--- src/rtl/rr_arbiter_four_if.sv ---
// Request/grant bundle between four requesters and the round-robin arbiter.
// The master side drives requests and done; the slave side is the arbiter.
interface rr_arbiter_four_if;
    logic [3:0] req;
    logic       done;
    logic [1:0] sel;
    logic [3:0] grant;
    logic       grant_valid;
    logic       timeout;

    modport master (
        output req,
        output done,
        input  sel,
        input  grant,
        input  grant_valid,
        input  timeout
    );

    modport slave (
        input  req,
        input  done,
        output sel,
        output grant,
        output grant_valid,
        output timeout
    );
endinterface

--- src/rtl/rr_arbiter_four.sv ---
// Round-robin arbiter for four requesters driving a 4:1 selector.
// A grant is held until done, request drop, or MAX_HOLD expiry; a one-cycle
// gap separates successive owners so the downstream mux settles.
module rr_arbiter_four #(
    parameter int unsigned MAX_HOLD = 16,
    parameter int unsigned CNT_W    = 5
) (
    input  logic              clk,
    input  logic              rst,
    rr_arbiter_four_if.slave  arb
);

    typedef enum logic [1:0] {
        IDLE  = 2'd0,
        GRANT = 2'd1,
        GAP   = 2'd2
    } state_t;

    localparam logic [CNT_W-1:0] HOLD_LAST = CNT_W'((MAX_HOLD == 0) ? 0 : MAX_HOLD - 1);
    localparam logic [CNT_W-1:0] CNT_MAX   = '1;

    state_t           state_q, state_d;
    logic [1:0]       ptr_q, ptr_d;
    logic [1:0]       sel_q, sel_d;
    logic [3:0]       grant_q, grant_d;
    logic             grant_valid_q, grant_valid_d;
    logic             timeout_q, timeout_d;
    logic [CNT_W-1:0] hold_cnt_q, hold_cnt_d;

    logic [1:0]       pick;
    logic [1:0]       idx;
    logic             found;
    logic             owner_req;
    logic             hit_limit;
    logic             release_now;

    // Rotating priority scan starting at ptr; first set request wins.
    always_comb begin
        pick  = '0;
        idx   = '0;
        found = 1'b0;
        for (int unsigned i = 0; i < 4; i++) begin
            idx = ptr_q + 2'(i);
            if (!found && arb.req[idx]) begin
                found = 1'b1;
                pick  = idx;
            end
        end
    end

    // Release conditions for the current owner.
    always_comb begin
        owner_req   = arb.req[sel_q];
        hit_limit   = (MAX_HOLD != 0) && (hold_cnt_q == HOLD_LAST);
        release_now = arb.done || !owner_req || hit_limit;
    end

    // Next-state and registered-output computation.
    always_comb begin
        state_d       = state_q;
        ptr_d         = ptr_q;
        sel_d         = sel_q;
        grant_d       = grant_q;
        grant_valid_d = grant_valid_q;
        timeout_d     = 1'b0;
        hold_cnt_d    = hold_cnt_q;

        case (state_q)
            IDLE: begin
                if (found) begin
                    state_d       = GRANT;
                    sel_d         = pick;
                    grant_d       = 4'b0001 << pick;
                    grant_valid_d = 1'b1;
                    hold_cnt_d    = '0;
                end
            end
            GRANT: begin
                if (hold_cnt_q != CNT_MAX) begin
                    hold_cnt_d = hold_cnt_q + CNT_W'(1);
                end
                if (release_now) begin
                    state_d       = GAP;
                    grant_d       = '0;
                    grant_valid_d = 1'b0;
                    ptr_d         = sel_q + 2'd1;
                    // Only a pure hold-limit release flags a timeout.
                    timeout_d     = !arb.done && owner_req;
                end
            end
            GAP: begin
                state_d = IDLE;
            end
            default: begin
                state_d = IDLE;
            end
        endcase
    end

    // State and output registers with synchronous reset.
    always_ff @(posedge clk) begin
        if (rst) begin
            state_q       <= IDLE;
            ptr_q         <= '0;
            sel_q         <= '0;
            grant_q       <= '0;
            grant_valid_q <= 1'b0;
            timeout_q     <= 1'b0;
            hold_cnt_q    <= '0;
        end else begin
            state_q       <= state_d;
            ptr_q         <= ptr_d;
            sel_q         <= sel_d;
            grant_q       <= grant_d;
            grant_valid_q <= grant_valid_d;
            timeout_q     <= timeout_d;
            hold_cnt_q    <= hold_cnt_d;
        end
    end

    assign arb.sel         = sel_q;
    assign arb.grant       = grant_q;
    assign arb.grant_valid = grant_valid_q;
    assign arb.timeout     = timeout_q;

endmodule

--- src/flat_wrapper.sv ---
// flat-port wrapper written by rule: the top's interface ports become plain ports
module rr_arbiter_four_flat 
#(
    parameter int unsigned MAX_HOLD = 16,
    parameter int unsigned CNT_W    = 5
)
  (clk, rst, arb_req, arb_done, arb_sel, arb_grant, arb_grant_valid, arb_timeout);
  rr_arbiter_four_if arb_i ();
  input  logic clk;
  input  logic rst;
  input wire logic [$bits(arb_i.req)-1:0] arb_req;
  input wire logic [$bits(arb_i.done)-1:0] arb_done;
  output wire logic [$bits(arb_i.sel)-1:0] arb_sel;
  output wire logic [$bits(arb_i.grant)-1:0] arb_grant;
  output wire logic [$bits(arb_i.grant_valid)-1:0] arb_grant_valid;
  output wire logic [$bits(arb_i.timeout)-1:0] arb_timeout;
  assign arb_i.req = arb_req;
  assign arb_i.done = arb_done;
  assign arb_sel = arb_i.sel;
  assign arb_grant = arb_i.grant;
  assign arb_grant_valid = arb_i.grant_valid;
  assign arb_timeout = arb_i.timeout;
  rr_arbiter_four #(.MAX_HOLD(MAX_HOLD), .CNT_W(CNT_W)) u_core (.clk(clk), .rst(rst), .arb(arb_i));
endmodule
--- config.mk ---
export PLATFORM = sky130hd
export DESIGN_NAME = rr_arbiter_four_flat
export DESIGN_NICKNAME = d
export VERILOG_FILES = /design/src/rtl/rr_arbiter_four_if.sv /design/src/rtl/rr_arbiter_four.sv /design/src/flat_wrapper.sv
export SDC_FILE = /design/constraint.sdc
export NUM_CORES = 1
export LEC_CHECK = 0
export CAP_MARGIN = 20
export CELL_PAD_IN_SITES_DETAIL_PLACEMENT = 1
export CELL_PAD_IN_SITES_GLOBAL_PLACEMENT = 1
export CORE_MARGIN = 1
export CORE_UTILIZATION = 41
export CTS_CLUSTER_DIAMETER = 120
export DETAILED_ROUTE_END_ITERATION = 8
export GPL_TIMING_DRIVEN = 0
export PLACE_DENSITY = 0.86
export REMOVE_ABC_BUFFERS = 1
export SKIP_CTS_REPAIR_TIMING = 1
export SLEW_MARGIN = 20
export SYNTH_ARGS = -nofsm -noshare
export SYNTH_HDL_FRONTEND = slang
export SYNTH_SLANG_ARGS = --single-unit
--- constraint.sdc ---
create_clock -name clk -period 3.5 [get_ports clk]
set_clock_uncertainty 0.15 [all_clocks]
set_input_delay 0.35 -clock clk [delete_from_list [all_inputs] [get_ports clk]]
set_output_delay 0.35 -clock clk [all_outputs]
set_load 0.1 [all_outputs]
==> run metrics <==
Die X 49.33 um; CP Class reg2out; post-synthesis async set-or-reset flop share 0; Pre-antenna DRT Iters 4; Avg Inst Size Synth roughly 9 um^2; R2R cell count 7; die area ~2400 um^2; most frequent cell after synthesis dfxtp_1; CP Capture Type output port; number of remaining DRC errors 0; status finished, final reports clean; leakage power 0.3804 nW; Hold Fails Final Rpt 0; post-synthesis cell type count 36; Post-Synthesis Cell Area between 900 and 1000 um^2; HPWL after DPL 1.759 mm; minimum clock period about 2.5 ns; Max Cap Viol 0; H-tree depth 1; VDD IR-drop max between 300 and 400 uV; WHS Path Cells 1; first-pass GRT wire length roughly 4.0 mm; Routed Wire Length ~2.3 mm; Worst-Margin Slew approximately 1.0 ns; clock latency on the worst-skew pair roughly 0.29 ns; Core Footprint slightly above 2000 um^2; Overall Power slightly above 500 uW; Area after DPL around 1100 um^2; Synth top cells by count dfxtp_1 (17), a21oi_1 (9), nand2_1 (8); fraction of layout cells with a size suffix above 1 0.07563; Yosys top cell area share 0.3706; top cells by area, synth dfxtp_1 (37%), a21oi_1 (4.9%), ha_1 (4.1%); Clock Root Buffer clkbuf_4; Achievable Freq slightly above 400 MHz; largest net degree at the start of global routing 16; Wirelength per Cell between 15 and 20 um; Tot GR Track Use 0.2108; Post-layout nets 130; TritonCTS Buffers 3; CTS tree done; CP Buf/Inv Count 1; GR Overflow Total 0; Routed Antenna Nets 0; slew margin rel. 0.3297; Top FF cell, synth dfxtp_1; Clock Path Buffers 2; Area Overhead vs Synth 19.89%; family with the most delay on the worst path buffers and inverters; final setup fails 0; most area-hungry cell type in the Yosys netlist dfxtp_1; pins over their slew limit 0; flops & latches, synth 17; critical path, cell by cell clkdlybuf4s50_1; initial antenna violation count 0; Via density between 5 and 6; TNS Setup 0 ns; Die H 49.33 um; worst hold slack ~0.33 ns; Slowest cell on crit path clkdlybuf4s50_1; Ports 15; Post-synth EDFFs 0; Placement Rows 16; CP arrival 1.98 ns; YS warnings 0; Placed Cells incl. Taps 142; GP Congestion between 0.7 and 0.8; pwr dens ~470 nW/um^2; post-route insts no fill about 150; initial drt markers 19; Final Instance Area approximately 1100 um^2; crit-path max FO 8; diode count 0; fin crit share 0.7073; RSZ-0062 raised after global routing false; Via Count 852; Post-Synthesis Cells 105; Setup crit start kind flop; initial core utilization 0.4498; vias in the first global route just over 800; Levels on crit path 1; Critical Path RT 3.00 ns; Sink Count 17; sequential element share of the synthesized area 0.3706; CTS clk-pin slew, worst paths roughly 0.10 ns; Min-Delay Path Class reg2reg; port bufs 14; max incr delay on CP ~1.2 ns
worst paths after layout:
path / from / endpoint / slack, ns
max: u_core.arb.sel[0] / arb_sel[0] / 1.02
min: u_core.arb.grant[0] / u_core.arb.grant[0] / 0.33
max reg2reg: u_core.hold_cnt_q[0] / u_core.arb.grant_valid / 1.25
min reg2reg: u_core.arb.grant[0] / u_core.arb.grant[0] / 0.33
kinds of logic after synthesis:
family | share of synthesized area
adders and majority gates | 0.04088
buffers and inverters | 0.03952
DFF | 0.3706
AOI/OAI and AO/OA | 0.2588
and+or+nand+nor | 0.2384
xor gates and xnor gates | 0.01908
muxes | 0.03270
layout by cell type (no fill, tap or decap), types with 2 or more instances in the layout:
master	synthesis	routed
a211oi_1	2	2
a21oi_1	9	9
a32o_1	2	2
clkbuf_4	0	3
clkdlybuf4s50_1	0	14
dfxtp_1	17	17
ha_1	3	3
inv_1	5	5
mux2i_1	3	3
nand2_1	8	8
nand2b_1	3	3
nand3_1	4	4
nor2_1	7	7
nor3_1	5	5
nor3b_1	2	2
o21a_1	2	2
o21ai_0	3	3
o22ai_1	2	2
o32ai_1	2	2
or3_1	5	5
xnor2_1	2	2
metal layers:
layer | global-route usage | part of all wire
met5 | 0 | 0
met4 | 0.05882 | 0.012
met3 | 0.01869 | 0.031
met2 | 0.3333 | 0.47
met1 | 0.3017 | 0.49
registers in the layout, indices dropped and copies added, names as in the netlist:
register / flops
u_core.arb.grant: 4
u_core.arb.grant_valid: 1
u_core.arb.sel: 2
u_core.arb.timeout: 1
u_core.hold_cnt_q: 5
u_core.ptr_q: 2
u_core.state_q: 2
cell type report:
class | count | area (um^2)
Multi-Input combinational cell | 79 | 541.8
Tap cell | 27 | 33.78
Clock buffer | 4 | 26.28
Inverter | 5 | 18.77
Sequential cell | 17 | 340.3
Timing Repair Buffer | 14 | 140.1
Fill cell | 262 | 940.9
per-stage QoR:
step	setup WS [ns]	util
after global placement	1.239	0.5263
after floorplan	1.267	-
after CTS	1.028	0.5392
after global routing	0.9537	0.5392
after detailed placement	1.172	0.5263
final	1.024	0.5392
power by group:
group          internal (mW)  switching, mW
combinational         0.0550          0.124
clock                 0.0444         0.0628
sequential             0.209         0.0202
No activity file was read; power rests on OpenSTA's default activity.
